`src/rtl/gbp_update_ctrl.sv`:
```
// gbp_update_ctrl: speculative global history and PHT update scheduler.
// Keeps the speculative history used to index the PHT, records each
// prediction's lookup index in an in-order in-flight queue, issues one
// registered PHT update per resolved branch, and repairs the history from
// the committed history on a misprediction.
// Optional build macro: GBP_STATS_EN adds saturating branch/mispredict counters.
//
// state   | meaning
// RUN     | normal operation: accept predictions, resolve oldest branch
// RECOVER | one cycle after a mispredict: no accepts, resolves are underflow
module gbp_update_ctrl #(
  parameter int HIST_W = 12,
  parameter int DEPTH  = 8
) (
  input  logic              CLK,
  input  logic              RESET,
  input  logic              pred_valid,
  input  logic              pred_taken,
  output logic              pred_ready,
  input  logic              resolve_valid,
  input  logic              resolve_taken,
  output logic [HIST_W-1:0] spec_history,
  output logic              pht_upd_valid,
  output logic [HIST_W-1:0] pht_upd_index,
  output logic              pht_upd_taken,
  output logic              mispredict,
`ifdef GBP_STATS_EN
  output logic [15:0]       stat_branches,
  output logic [15:0]       stat_mispredicts,
`endif
  output logic              err_underflow
);

  localparam int PW = (DEPTH > 1) ? $clog2(DEPTH) : 1;
  localparam int CW = PW + 1;
  localparam logic [CW-1:0] FULL = CW'(DEPTH);

  typedef enum logic {RUN = 1'b0, RECOVER = 1'b1} state_t;

  function automatic logic [HIST_W-1:0] shift_h(input logic [HIST_W-1:0] h, input logic d);
    return {d, h[HIST_W-1:1]};
  endfunction

  state_t            state_q;
  logic [HIST_W-1:0] spec_q, commit_q, upd_index_q;
  logic              upd_valid_q, upd_taken_q, mis_q, err_q;
  logic [CW-1:0]     count_q;
  logic [PW-1:0]     rd_q, wr_q;
  logic [HIST_W-1:0] idx_mem  [DEPTH];
  logic              pred_mem [DEPTH];

  logic              resolve_ok, wrong, accept;
  logic [HIST_W-1:0] commit_d;

  // A resolve only counts when RUN and something is in flight; a wrong one
  // blocks the same-cycle accept because that branch is younger.
  assign resolve_ok = (state_q == RUN) && resolve_valid && (count_q != '0);
  assign wrong      = resolve_ok && (resolve_taken != pred_mem[rd_q]);
  assign pred_ready = (state_q == RUN) && ((count_q != FULL) || (resolve_ok && !wrong));
  assign accept     = pred_valid && pred_ready && !wrong;
  assign commit_d   = shift_h(commit_q, resolve_taken);

  assign spec_history  = spec_q;
  assign pht_upd_valid = upd_valid_q;
  assign pht_upd_index = upd_index_q;
  assign pht_upd_taken = upd_taken_q;
  assign mispredict    = mis_q;
  assign err_underflow = err_q;

  // Queue storage: entry written at the write pointer on every accept.
  always_ff @(posedge CLK) begin
    if (accept) begin
      idx_mem[wr_q]  <= spec_q;
      pred_mem[wr_q] <= pred_taken;
    end
  end

  // Control FSM with histories, queue pointers and registered outputs.
  always_ff @(posedge CLK or negedge RESET) begin
    if (!RESET) begin
      state_q     <= RUN;
      spec_q      <= '0;
      commit_q    <= '0;
      count_q     <= '0;
      rd_q        <= '0;
      wr_q        <= '0;
      upd_valid_q <= 1'b0;
      upd_index_q <= '0;
      upd_taken_q <= 1'b0;
      mis_q       <= 1'b0;
      err_q       <= 1'b0;
    end else begin
      upd_valid_q <= resolve_ok;
      mis_q       <= wrong;
      if (resolve_valid && !resolve_ok) err_q <= 1'b1;
      if (resolve_ok) begin
        upd_index_q <= idx_mem[rd_q];
        upd_taken_q <= resolve_taken;
        commit_q    <= commit_d;
      end
      case (state_q)
        RUN: begin
          if (wrong) begin
            count_q <= '0;
            rd_q    <= '0;
            wr_q    <= '0;
            spec_q  <= commit_d;
            state_q <= RECOVER;
          end else begin
            if (resolve_ok) rd_q <= rd_q + 1'b1;
            if (accept) begin
              wr_q   <= wr_q + 1'b1;
              spec_q <= shift_h(spec_q, pred_taken);
            end
            if (accept && !resolve_ok)      count_q <= count_q + 1'b1;
            else if (!accept && resolve_ok) count_q <= count_q - 1'b1;
          end
        end
        default: state_q <= RUN;
      endcase
    end
  end

`ifdef GBP_STATS_EN
  // Saturating activity counters.
  always_ff @(posedge CLK or negedge RESET) begin
    if (!RESET) begin
      stat_branches    <= '0;
      stat_mispredicts <= '0;
    end else begin
      if (resolve_ok && stat_branches != 16'hFFFF)  stat_branches    <= stat_branches + 16'd1;
      if (wrong && stat_mispredicts != 16'hFFFF)    stat_mispredicts <= stat_mispredicts + 16'd1;
    end
  end
`endif

endmodule

```
`config.mk`:
```
export PLATFORM = sky130hd
export DESIGN_NAME = gbp_update_ctrl
export DESIGN_NICKNAME = d
export VERILOG_FILES = /design/src/rtl/gbp_update_ctrl.sv
export SDC_FILE = /design/constraint.sdc
export NUM_CORES = 1
export LEC_CHECK = 0
export ABC_AREA = 0
export CAP_MARGIN = 20
export CELL_PAD_IN_SITES_DETAIL_PLACEMENT = 1
export CELL_PAD_IN_SITES_GLOBAL_PLACEMENT = 1
export CORE_MARGIN = 4
export CORE_UTILIZATION = 42
export CTS_CLUSTER_DIAMETER = 150
export DETAILED_ROUTE_END_ITERATION = 16
export PLACE_DENSITY = 0.71
export SYNTH_ARGS = -nofsm -noshare
export SYNTH_HDL_FRONTEND = slang
export SYNTH_SLANG_ARGS = --single-unit
```
`constraint.sdc`:
```
create_clock -name CLK -period 3.17 [get_ports CLK]
set_input_delay 0.317 -clock CLK [delete_from_list [all_inputs] [get_ports CLK]]
set_output_delay 0.317 -clock CLK [all_outputs]
set_load 0.01 [all_outputs]
```
; Word level (Yosys, flattened, before mapping)
; Memory sizes are Yosys's and may differ from the RTL's. A register that Yosys moved wholly into a read port is not among the register bits.
; Index checks and enable logic that the tools add are counted.
[word_totals]
register_bits = 39
ramBits = 104
output_inout_bits = 29
wordCells = 54
mem_count = 2
[classes]
n_addsub = 4
eq_ne = 2
muxes = 13
bitwise_logic = 1
n_reduce_logical = 22
[memory_table]
columns = name, depth, width, read_ports, rd_clocked_by_memory_dff, wr, line
row1 = idx_mem, 8, 12, 1, 1, 1, 49  ; logic [HIST_W-1:0] idx_mem [DEPTH];
row2 = pred_mem, 8, 1, 1, 0, 1, 50  ; logic pred_mem [DEPTH];
[op_table]
columns = operator, n
row1 = $mux 12, 2
row2 = $mux 3, 4
row3 = $mux 4, 3
row4 = $logic_and 1x1->1, 10
row5 = $add 3x1->3 const B, 2
row6 = $reduce_and 2->1, 3
row7 = $add 4x1->4 const B, 1
row8 = $logic_not 1->1, 4
row9 = $mux 1, 4
row10 = $ne 4x4->1 const B, 1
row11 = $reduce_bool 2->1, 2
row12 = $reduce_bool 4->1, 1
row13 = $sub 4x1->4 const B, 1
row14 = $reduce_bool 3->1, 1
row15 = $logic_or 1x1->1, 1
row16 = $ne 1x1->1, 1
row17 = $not 1->1, 1

; Longest topological paths before layout
; Gate-level depths: netlist (run 1).
[depth]
word_depth = 15
mapped_depth = 13

; Least setup slack after synthesis (run 1)
; OpenSTA, ideal clock, no wires.
[synth_path]
kind = register to register
start = register count_q[1]
end = memory idx_mem[0][0], enable pin
setup_time_ns = 0.400
t_arrival_ns = 2.936
slack_ns = -0.165
stages_incl_launch_ff = 9
path_cell_list = dfrtp_1 > nor4_1 > or2_2 > clkbuf_1 > clkinv_1 > and2_4 > buf_6 > or3_4 > nor3_1
[synth_via]
elab_chain_len = 11
word_cells_on_any_way = 12
[synth_lines]
columns = item, line
row1 = from (decl), 47  ; logic [CW-1:0] count_q;
row2 = from (signal assigned), 115  ; if (accept && !resolve_ok) count_q <= count_q + 1'b1;
row3 = from (signal assigned), 116  ; else if (!accept && resolve_ok) count_q <= count_q - 1'b1;
row4 = $reduce_bool 4->1, 57  ; assign resolve_ok = (state_q == RUN) && resolve_valid && (count_q != '0);
row5 = $logic_and 1x1->1, 57
row6 = $logic_and 1x1->1, 58  ; assign wrong = resolve_ok && (resolve_taken != pred_mem[rd_q]);
row7 = $logic_not 1->1, "59, 60"
row8 = $logic_and 1x1->1, 59  ; assign pred_ready = (state_q == RUN) && ((count_q != FULL) || (resolve_ok && !wrong));
row9 = $logic_or 1x1->1, 59
row10 = $logic_and 1x1->1, 59
row11 = $logic_and 1x1->1, 60  ; assign accept = pred_valid && pred_ready && !wrong;
row12 = $logic_and 1x1->1 *, 60
row13 = $mux 1 *, 72  ; if (accept) begin
row14 = $mux 1 (implied by the code) *, 73  ; idx_mem[wr_q] <= spec_q;
row15 = to (decl), 49
; Mark *: on every way between the ends. The rest lies on a longest branch, timed or not.

; Worst setup path in the final report (run 1)
[layout_path]
start = register rd_q[0]
end = output pred_ready
[layout_via]
elab_chain_len = 7
[layout_lines]
columns = item, line
row1 = from (decl), 48  ; logic [PW-1:0] rd_q, wr_q;
row2 = from (signal assigned), 110  ; if (resolve_ok) rd_q <= rd_q + 1'b1;
row3 = $mem_v2 8x1, --
row4 = $ne 1x1->1, 58
row5 = $logic_and 1x1->1, 58
row6 = $logic_not 1->1, 59
row7 = $logic_and 1x1->1, 59
row8 = $logic_or 1x1->1, 59
row9 = $logic_and 1x1->1, 59
row10 = to (decl), 19  ; output logic pred_ready,
; Every way passes these cells.

==> summary.md, run 1 <==
| Metric | Value |
|---|---|
| Buffers added on ports | 34 |
| Total power density per cell area | 999.7 nW/um2 |
| Share of synthesized registers carrying an async set or reset | 32.03% |
| Crit path time final | 2.935 ns |
| Floorplan Core Area | 14040 um2 |
| Top Ports | 35 |
| Launch instance of the worst register-to-register path | rd_q[0] |
| Share of cells above drive strength 1 | 19.54% |
| Total wirelength of the detailed-routed design | 12120 um |
| DRT iter0 DRCs | 163 |
| Reg-to-reg endpoint | idx_mem[2][8] |
| Minimum hold slack | 0.009533 ns |
| Relative area change from synthesis to final layout | 19.20% |
| Switching power | 2277 uW |
| Pin count of the biggest net entering global routing | 42 |
| Setup violations, final | 0 |
| Longest Clk Path Bufs | 2 |
| FF-to-FF path depth | 7 |
| Gpl congestion | 0.7624 |
| Post-layout util | 51.73% |
| Number of setup buffers added after CTS | 0 |
| Clock input transition at the sequential cells of the worst setup and hold paths | 0.06 ns |
| Final setup skew | 0.01101 ns |
| Cell mode on critical path | nor2_1 |
| Internal | 4985 uW |
| DRT Pass-1 Iters | 4 |
| Met2 track demand over resource | 27.46% |
| Delay of the slowest cell on the worst path | 0.54 ns |
| Number of antenna violations at the first check in global routing | 0 |
| Final hold violations | 0 |
| Number of global-route vias before repair | 3690 |
| Std cell rows | 43 |
| Cell chosen for the clock root | clkbuf_16 |
| Cell with the biggest individual delay on the critical path | mux4_2 |
| Effective utilization at floorplan | 43.40% |
| Number of placed cells counting well taps | 584 |
| Most congested layer reported by global routing | met2 |
| Quantity of gates resized following cts | 0 |
| Static leakage | 0.002678 uW |
| Cell-by-cell trace of the critical path | mux4_2 > mux2i_4 > xnor2_1 > nor2_2 > nor2_1 > nor2_1 > clkdlybuf4s50_1 |
| Synth Area in Simple Gates | 6.980% |
| Total DRC errors in the routed layout | 0 |
| Crit Path Class | reg -> out |
| Synth Warn # | 0 |
| Die Span X | 128.5 um |
| Synthesized-area fraction occupied by adder cells | 1.150% |
| Avg Inst Size Synth | 16.34 um2 |
| Latest clock arrival within the worst-skew pair | 0.42 ns |
| Setup crit start kind | flip-flop |
| Fraction of power spent switching nets | 31.36% |
| Combinational fraction of design power | 30.4% |
| CTS Sinks | 153 |
| Distinct cell type count of the synthesized netlist | 37 |
| Worst Path Required | 2.85 ns |
| Global-route wire length before repair | 20000 um |
| Congestion Overflow GR | 0 |
| Overall via count from detail_route | 3245 |
| Result of the run | completed |
| Capturing element type of the critical path | output pin |
| Post-synth net total | 384 |
| Share of the synthesized area in compound gates (AO/OA/AOI/OAI) | 3.264% |
| #FFs+latches synth | 153 |
| Met3 usage | 4.110% |
| Xor and xnor area share after synthesis | 1.006% |
| Die Ht | 128.5 um |
| Final Cycle Share | 92.59% |
| Ratio of routed vias to standard cells | 5.276 |
| GR met1 Demand/Resource | 20.31% |
| Average wire per standard cell | 19.71 um |
| # Max-Cap Violations | 0 |
| Worst-case register-to-register setup slack | 0.42 ns |
| Top achievable clock speed | 340.7 MHz |
| Slew @ Worst Pin | 0.8523 ns |
| Final HPWL DP | 7593 um |
| Critical path data arrival time | 2.62 ns |
| Power share of the clock group | 25.6% |
| CTS Hold Bufs | 0 |
| Netlist Area Pre-Place | 6095 um2 |
| Worst min-delay path class | in -> async |
| Sequential element share of the synthesized area | 71.36% |
| Net total in the final layout | 434 |
| Overall Global Routing Usage | 16.37% |
| Count of pins over their slew limit | 0 |
| Number of enable flip-flop cells after synthesis | 104 |
| Final Non-Filler Cells | 615 |
| Clock buffers created by TritonCTS | 17 |
| Antenna diodes | 0 |
| Largest fanout on the critical path | 5 |
| Clock tree from TritonCTS | built |
| Maximum ir drop on the vdd rail | 0.3838 mV |
| Post-DRT Antenna Nets | 0 |
| Worst relative slew slack | 43.18% |
| Post-synthesis mux area share | 14.43% |
| Dominant combinational cell family by area after synthesis | multiplexers |
| Portion of total power attributed to sequential cells | 44.0% |
| Top_reg_cell synth | edfxtp_1 |
| CTS HTree Levels | 4 |
| Area of the die | 16500 um2 |
| Synth Instances | 373 |
| Unrepaired setup endpoints after global routing | no |
-- how the worst max path moves through the flow --
| stage | from | endpoint | slack (ns) | cells after the start |
|---|---|---|---|---|
| floorplan | count_q[1] | idx_mem[5][0] | -0.11 | 8 |
| global placement | resolve_valid | pred_ready | 0.44 | 8 |
| detailed placement | count_q[1] | count_q[3] | 0.34 | 12 |
| CTS | rd_q[0] | pred_ready | 0.08 | 7 |
| global route | rd_q[0] | pred_ready | 0.04 | 7 |
| finish | rd_q[0] | pred_ready | 0.23 | 7 |
-- metal layers --
layer / routed length, um / vias to the layer above
met5: 0 / -
met4: 188 / 0
met3: 498 / 19
met2: 6198 / 57
met1: 5235 / 1676
li1: - / 1493
-- power by group through the flow --
stage / Clock [uW] / Sequential, uW / Combinational (uW)
2_1_floorplan: 0 / 3130 / 1440
3_3_place_gp: 0 / 3200 / 2160
3_5_place_dp: 0 / 3240 / 2230
4_1_cts: 1920 / 3200 / 2250
5_1_grt: 2010 / 3280 / 2450
6_report: 1860 / 3200 / 2200
-- state kept, by name (all words and copies together), names as in the netlist, 3 cells and up --
name           cells
spec_history      12
commit_q          11
idx_mem           96
pht_upd_index     12
wr_q               3
rd_q               3
pred_mem           8
count_q            4
-- synth_stat cells, drive strengths merged (3+ instances only) --
cell type  count  area share (%)
mux4          26             9.6
nor3           5            0.41
xnor2          5            0.72
ha             4            0.82
and2           4            0.45
buf            7            0.70
nor3b          4            0.66
nor4           3            0.31
dfrtp         49              20
nand2         58             3.6
o21ai         24             2.0
nor2          14            0.86
edfxtp       104              51
clkbuf        13            0.80
mux2i         27             4.6
inv            4            0.25
a21o           3            0.37
-- worst max-delay path: cells and delay by family (launching register included) --
family        cells  cell delay (ns)
buf+inv           1             0.54
simple gates      3             0.31
mux               2             0.77
flops             1             0.42
xor+xnor          1             0.15
-- cells in the final DEF, fill, tap and decap left out, types with 5 or more instances in the layout --
| master | count |
|---|---|
| mux4_2 | 26 |
| nor2_1 | 13 |
| clkdlybuf4s50_1 | 33 |
| mux2i_1 | 26 |
| buf_4 | 17 |
| dfrtp_1 | 48 |
| nand2_1 | 58 |
| edfxtp_1 | 104 |
| o21ai_0 | 24 |
| clkbuf_16 | 17 |
| xnor2_1 | 5 |
| clkinv_2 | 7 |
-- cell type report --
cell class	instances	area, um2
fill	1330	6778
sequential	153	4350
multi-input combinational	195	1664
timing repair buffer	51	462.9
clock buffer	19	432.9
tap	180	225.2
clock inverter	12	110.1
inverter	5	18.77
-- cells by family (layout without fill, tap and decap cells) --
| logic type | after synthesis | count (layout) |
|---|---|---|
| and+or+nand+nor | 94 | 94 |
| xor gates and xnor gates | 7 | 7 |
| buffers and inverters | 25 | 87 |
| adders and majority gates | 5 | 5 |
| DFF | 153 | 153 |
| muxes | 54 | 54 |
| AOI/OAI and AO/OA | 35 | 35 |
-- per-stage QoR --
stage                     setup slack, ns  cell area, um2  power [uW]  setup TNS [ns]
after floorplan                   -0.1110            6100        4567          -2.667
after global placement             0.4365            6711        5359               0
after detailed placement           0.3409            6711        5469               0
after CTS                         0.08431            7254        7368               0
after global routing              0.04468            7264        7736               0
final                              0.2349            7264        7262               0
(Power assumes the default switching activity.)
==> inputs of run 2 (changes only) <==
--- a/config.mk
+++ b/config.mk
@@ -13,7 +13,7 @@
 export CORE_UTILIZATION = 42
 export CTS_CLUSTER_DIAMETER = 150
 export DETAILED_ROUTE_END_ITERATION = 16
-export PLACE_DENSITY = 0.71
+export PLACE_DENSITY_LB_ADDON = 0.1
 export SYNTH_ARGS = -nofsm -noshare
 export SYNTH_HDL_FRONTEND = slang
 export SYNTH_SLANG_ARGS = --single-unit
==> run 2 against run 1 <==
Core utilization is 0.46 points higher. Maximum frequency is 0.45% lower. Clock power grew 5%. Largest power group unchanged. Cell count up 0.98%.
==> summary.md, run 2 (synthesized netlist as in run 1, its figures left out) <==
| Metric | Value |
|---|---|
| Termination of the worst setup path | pred_ready |
| Pin count of the biggest net entering global routing | 42 (unchanged) |
| Reg-to-reg endpoint | idx_mem[2][4] |
| Average wire per standard cell | 21.14 um (+7.3%) |
| Power share of the clock group | 26.3% (+0.7 points) |
| Cell with the biggest individual delay on the critical path | mux4_2 |
| Share of cells above drive strength 1 | 20.86% (+1.3 points) |
| CP Depth | 7 (unchanged) |
| Launch instance of the worst register-to-register path | rd_q[0] |
| Cell chosen for the clock root | clkbuf_16 |
| Result of the run | completed |
| Congestion Overflow GR | 0 (unchanged) |
| Maximum ir drop on the vdd rail | 0.4651 mV (+21%) |
| Area of the die | 16500 um2 (unchanged) |
| Delay of the slowest cell on the worst path | 0.55 ns (about the same) |
| Overall Global Routing Usage | 17.63% (+1.3 points) |
| Final HPWL DP | 8342 um (+9.9%) |
| Routed length on met3 | 413 um (-17%) |
| Clock input transition at the sequential cells of the worst setup and hold paths | 0.06 ns (about the same) |
| Portion of total power attributed to sequential cells | 43.4% (-0.6 points) |
| Top achievable clock speed | 339.2 MHz (-0.45%) |
| Overall via count from detail_route | 3275 (+0.92%) |
| DRT iter0 DRCs | 193 (+18%) |
| Clock tree from TritonCTS | built |
| M1 wire length | 5786 um (+11%) |
| Most frequent standard cell in the layout excluding fill and tap cells | edfxtp_1 |
| Highest Signal Layer | met4 |
| Crit Path Class | reg -> out |
| Net total in the final layout | 439 (+1.2%) |
| Worst setup path startpoint | rd_q[0] |
| Die Ht | 128.5 um (unchanged) |
| Total DRC errors in the routed layout | 0 (unchanged) |
| FF-to-FF path depth | 7 (unchanged) |
| Largest fanout on the critical path | 4 (-1) |
| Post-detailed-placement cell area | 6750 um2 (+0.58%) |
| Filler cell count | 1336 (+0.45%) |
| Global-route wire length before repair | 21150 um (+5.8%) |
| Final hold violations | 0 (unchanged) |
| Final Cycle Share | 93.01% (+0.41 points) |
| Latest clock arrival within the worst-skew pair | 0.42 ns (about the same) |
| CTS HTree Levels | 4 (unchanged) |
| Static leakage | 0.002702 uW (+0.90%) |
| Number of global-route vias before repair | 3600 (-2.4%) |
| Setup crit start kind | flip-flop |
| Post-layout util | 52.20% (+0.46 points) |
| # Max-Cap Violations | 0 (unchanged) |
| Area taken by multi-input logic gates | 1662 um2 (-0.15%) |
| Critical path data arrival time | 2.63 ns (about the same) |
| Cell-by-cell trace of the critical path | mux4_2 > mux2i_4 > xnor2_1 > nor2_1 > nor2_1 > nor2_1 > clkdlybuf4s50_1 |
| Register Area | 4350 um2 (unchanged) |
| Buffers added on ports | 34 (unchanged) |
| DRT Pass-1 Iters | 4 (unchanged) |
| Worst-case register-to-register setup slack | 0.43 ns (about the same) |
| Max reg flops | 96 (unchanged) |
| Switching power | 2358 uW (+3.5%) |
| Highest-count cells in the layout ignoring fill and taps | 104 x edfxtp_1, 58 x nand2_1, 48 x dfrtp_1, 33 x clkdlybuf4s50_1 |
| Cell mode on critical path | nor2_1 |
| Longest Clk Path Bufs | 2 (unchanged) |
| Top Ports | 35 (unchanged) |
| Floorplan Core Area | 14040 um2 (unchanged) |
| Final instance area | 7330 um2 (+0.90%) |
| Fraction of power spent switching nets | 31.90% (+0.55 points) |
| Post-DRT Antenna Nets | 0 (unchanged) |
| Total power density per cell area | 1008 nW/um2 (+0.85%) |
| Setup TNS Final | 0 ns (unchanged) |
| Capturing element type of the critical path | output pin |
| Most flops, register | idx_mem |
| Gpl congestion | 0.7647 (+0.30%) |
| Unrepaired setup endpoints after global routing | no |
| CTS Sinks | 153 (unchanged) |
| Antenna diodes | 0 (unchanged) |
| Worst Path Required | 2.85 ns (about the same) |
| Die Span X | 128.5 um (unchanged) |
| Final setup skew | 0.007795 ns (-0.003214 ns) |
| Worst min-delay path class | in -> async |
| Number of antenna violations at the first check in global routing | 0 (unchanged) |
| Buffers and inverters on the worst path | 1 (unchanged) |
| Setup violations, final | 0 (unchanged) |
| Ratio of routed vias to standard cells | 5.274 (about the same) |
| Family with the most delay on the worst path | multiplexers |
| Crit path time final | 2.948 ns (+0.01314 ns) |
| Clock buffers created by TritonCTS | 17 (unchanged) |
| Internal | 5032 uW (+0.95%) |
| Std cell rows | 43 (unchanged) |
| Number of setup buffers added after CTS | 0 (unchanged) |
| Total wirelength of the detailed-routed design | 13130 um (+8.3%) |
| Effective utilization at floorplan | 43.40% (unchanged) |
| Combinational fraction of design power | 30.3% (about the same) |
| Relative area change from synthesis to final layout | 20.26% |
| Count of pins over their slew limit | 0 (unchanged) |
| Worst relative slew slack | 38.15% (-5.0 points) |
| Met2 wirelength from detailed routing | 6739 um (+8.7%) |
| Slew @ Worst Pin | 0.9277 ns (+0.07542 ns) |
## run 2: cell types whose count changed in the layout (fill, tap and decap cells not counted), sizes merged
cell / delta
buf: +5
clkbuf: +1
clkinv: -4
clkinvlp: +4
## run 2: worst min-delay path by stage
stage / start / end
final: RESET / pht_upd_index[2]
after global routing: RESET / pht_upd_index[2]
after CTS: RESET / pht_upd_index[2]
after detailed placement: err_underflow / err_underflow
after global placement: err_underflow / err_underflow
after floorplan: RESET / commit_q[10]
## run 2: stage by stage
step           instances  total power [uW]  worst slack (ns)  hold slack [ns]
6_report             621              7390            0.2217          0.03487
5_1_grt              621              7870           0.02347           0.1011
4_1_cts              621              7512            0.1189          0.05324
3_5_place_dp         589              5543            0.3878           0.4566
3_3_place_gp         589              5462            0.4120           0.4453
2_1_floorplan        373              4567           -0.1110          0.02141
## run 2: cell type report
cell class | count | share of cell area, %
repair buffers | 56 | 6.828
clock inverters | 12 | 1.724
flip-flops and latches | 153 | 59.35
inverters | 5 | 0.2561
multi-input cells | 195 | 22.67
well taps | 180 | 3.073
clock buffers | 20 | 6.094
## run 2: power by group through the flow
stage | clock [uW] | combinational [uW] | sequential [uW]
finish | 1950 | 2240 | 3210
floorplan | 0 | 1440 | 3130
global placement | 0 | 2250 | 3210
CTS | 1990 | 2300 | 3220
detailed placement | 0 | 2290 | 3260
global route | 2090 | 2490 | 3290
## run 2: what timing repair did
action                                  4_1_cts  5_1_grt
endpoints found under the setup margin        0        1
hold buffers                                  0        0
resized for setup                             0        1
## run 2: layer usage
metal	track usage, %	vias to the layer above
met1	22.46	1709
met2	29.79	51
met3	3.944	16
met5	0	-
met4	6.367	0
li1	-	1499
==> inputs of run 3 (changes only) <==
--- a/config.mk
+++ b/config.mk
@@ -10,7 +10,7 @@
 export CELL_PAD_IN_SITES_DETAIL_PLACEMENT = 1
 export CELL_PAD_IN_SITES_GLOBAL_PLACEMENT = 1
 export CORE_MARGIN = 4
-export CORE_UTILIZATION = 42
+export CORE_UTILIZATION = 45
 export CTS_CLUSTER_DIAMETER = 150
 export DETAILED_ROUTE_END_ITERATION = 16
 export PLACE_DENSITY_LB_ADDON = 0.1
==> run 3 against run 2 <==
Non-clock buffer count down 2. Worst setup slack worse by 0.0076 ns. First-iteration DRC count grew 38%. Die area shrank 6.3%. Critical path depth unchanged. Core utilization rose by 3.0 points. Clock skew about the same. Total power is 0.61% higher. Register-to-register slack got worse by 0.12 ns. Hold slack lost 0.0049 ns. Largest power group unchanged. Combinational power barely moved. Via count down 0.21%.
==> summary.md, run 3 (synthesized netlist as in run 1, its figures left out) <==
| Metric | Value |
|---|---|
| Delay of the slowest cell on the worst path | 0.55 ns (about the same) |
| Total power density per cell area | 1017 nW/um2 (+0.84%) |
| Worst min-delay path class | in -> async |
| Crit path time final | 2.956 ns (+0.007553 ns) |
| Congestion Overflow GR | 0 (unchanged) |
| # Max-Cap Violations | 0 (unchanged) |
| Most flops, register | idx_mem |
| Antenna diodes | 0 (unchanged) |
| Slew @ Worst Pin | 0.9064 ns (-0.02135 ns) |
| Number of antenna violations at the first check in global routing | 0 (unchanged) |
| Fraction of power spent switching nets | 31.31% (-0.59 points) |
| Combinational fraction of design power | 30.1% (-0.2 points) |
| Post-DRT Antenna Nets | 0 (unchanged) |
| Final Non-Filler Cells | 615 (-0.97%) |
| Max reg flops | 96 (unchanged) |
| Worst relative slew slack | 39.57% (+1.4 points) |
| Result of the run | completed |
| Setup crit start kind | flip-flop |
| Final HPWL DP | 8210 um (-1.6%) |
| Total wirelength of the detailed-routed design | 12940 um (-1.4%) |
| Final hold violations | 0 (unchanged) |
| Std cell rows | 42 (-2.3%) |
| Worst Path Required | 2.85 ns (about the same) |
| Clock input transition at the sequential cells of the worst setup and hold paths | 0.06 ns (about the same) |
| Cell-by-cell trace of the critical path | mux4_2 > mux2i_4 > xnor2_1 > nor2_2 > nor2_1 > nor2_1 > clkdlybuf4s50_1 |
| Top Ports | 35 (unchanged) |
| Maximum ir drop on the vdd rail | 0.4329 mV (-6.9%) |
| Die Span X | 124.4 um (-3.2%) |
| Most frequent standard cell in the layout excluding fill and tap cells | edfxtp_1 |
| Total DRC errors in the routed layout | 0 (unchanged) |
| Number of setup buffers added after CTS | 0 (unchanged) |
| Overall Global Routing Usage | 18.20% (+0.57 points) |
| Setup slack after placement | 0.3087 ns (-0.07911 ns) |
| Crit Path Class | reg -> out |
| Cell mode on critical path | nor2_1 |
| Final Cycle Share | 93.24% (+0.24 points) |
| Highest-count cells in the layout ignoring fill and taps | 104 x edfxtp_1, 58 x nand2_1, 48 x dfrtp_1, 33 x clkdlybuf4s50_1 |
| Internal | 5107 uW (+1.5%) |
| Cell with the biggest individual delay on the critical path | mux4_2 |
| Portion of total power attributed to sequential cells | 43.1% (-0.3 points) |
| Area of the die | 15470 um2 (-6.3%) |
| Buffers added on ports | 34 (unchanged) |
| Static leakage | 0.002708 uW (+0.21%) |
| Share of cells above drive strength 1 | 19.82% (-1.0 points) |
| Family with the most delay on the worst path | multiplexers |
| Net total in the final layout | 437 (-0.46%) |
| DRT Pass-1 Iters | 4 (unchanged) |
| Cell chosen for the clock root | clkbuf_16 |
| Critical path data arrival time | 2.64 ns (about the same) |
| CTS Sinks | 153 (unchanged) |
| Unrepaired setup endpoints after global routing | no |
| Average wire per standard cell | 21.04 um (-0.49%) |
| Clock buffers created by TritonCTS | 17 (unchanged) |
| Power share of the clock group | 26.8% (+0.5 points) |
| Longest Clk Path Bufs | 2 (unchanged) |
| Number of global-route vias before repair | 3670 (+1.9%) |
| CTS HTree Levels | 4 (unchanged) |
| Number of placed cells counting well taps | 583 (-1.0%) |
| Final instance area | 7313 um2 (-0.22%) |
| Buffers and inverters on the worst path | 1 (unchanged) |
| Clock tree from TritonCTS | built |
| Post-detailed-placement cell area | 6730 um2 (-0.30%) |
| Setup ws final | 0.2142 ns (-0.007553 ns) |
| Latest clock arrival within the worst-skew pair | 0.41 ns (about the same) |
| Global-route wire length before repair | 21240 um (+0.43%) |
| Minimum hold slack | 0.02994 ns (-0.004923 ns) |
| Floorplan Core Area | 13240 um2 (-5.7%) |
| Capturing element type of the critical path | output pin |
| Relative area change from synthesis to final layout | 20.00% |
| Effective utilization at floorplan | 46.02% (+2.6 points) |
| Setup violations, final | 0 (unchanged) |
| DRT iter0 DRCs | 266 (+38%) |
| Top achievable clock speed | 338.3 MHz (-0.26%) |
| Largest fanout on the critical path | 6 (+2) |
| Ratio of routed vias to standard cells | 5.314 (+0.76%) |
| Pin count of the biggest net entering global routing | 37 (-12%) |
| Count of pins over their slew limit | 0 (unchanged) |
| Final setup skew | 0.007858 ns (+0.00006261 ns) |
| Switching power | 2328 uW (-1.3%) |
| Overall via count from detail_route | 3268 (-0.21%) |
| Gpl congestion | 0.7822 (+2.3%) |
| Pwr Total | 7435 uW (+0.61%) |
| Die Ht | 124.4 um (-3.2%) |
run 3: cell types whose count changed in the layout (fill, tap and decap cells not counted), sizes merged:
cell      change
buf           -2
bufinv        +1
clkbuf        +1
clkinv        +2
clkinvlp      -4
run 3: power by group through the flow:
stage | Combinational [uW] | Clock, uW | Sequential, uW
floorplan | 1440 | 0 | 3130
global placement | 2240 | 0 | 3210
detailed placement | 2290 | 0 | 3250
CTS | 2300 | 2030 | 3220
global route | 2480 | 2150 | 3290
finish | 2240 | 1990 | 3210
run 3: worst paths after layout:
| kind | from | end | slack [ns] | cells past startpoint |
|---|---|---|---|---|
| min in group CLK | err_underflow | err_underflow | 0.47 | 1 |
| hold / removal | RESET | pht_upd_index[6] | 0.03 | 1 |
| setup / recovery | rd_q[0] | pred_ready | 0.21 | 7 |
| setup reg to reg | count_q[1] | count_q[3] | 0.31 | 13 |
| hold reg to reg | err_underflow | err_underflow | 0.47 | 1 |
| max in group asynchronous | RESET | pht_upd_valid | 2.39 | 2 |
run 3: area by class of cell:
cell class,count,area (um2)
Clock buffer,21,450.4
Tap cell,176,220.2
Inverter,5,18.77
Timing Repair Buffer,54,485.5
Multi-Input combinational cell,195,1658
Clock inverter,11,130.1
Fill cell,1280,5929
Sequential cell,153,4350
run 3: per-layer routing:
layer | track usage (%) | wire length [um] | up-vias | part of all wire [%]
li1 | - | - | 1498 | -
met1 | 24.02 | 5782 | 1697 | 45
met2 | 30.15 | 6573 | 64 | 51
met3 | 5.189 | 461 | 9 | 3.6
met4 | 4.255 | 123 | 0 | 0.95
met5 | 0 | 0 | - | 0
run 3: timing repair:
item | 4_1_cts | 5_1_grt
gates resized for setup | 0 | 1
setup endpoints to repair | 0 | 1
hold buffers | 0 | 0
run 3: per-stage QoR:
step	TNS, ns	utilization [%]
after floorplan	-2.667	-
after global placement	0	50.82
after detailed placement	0	50.82
after CTS	0	55.21
after global routing	0	55.22
final	0	55.22
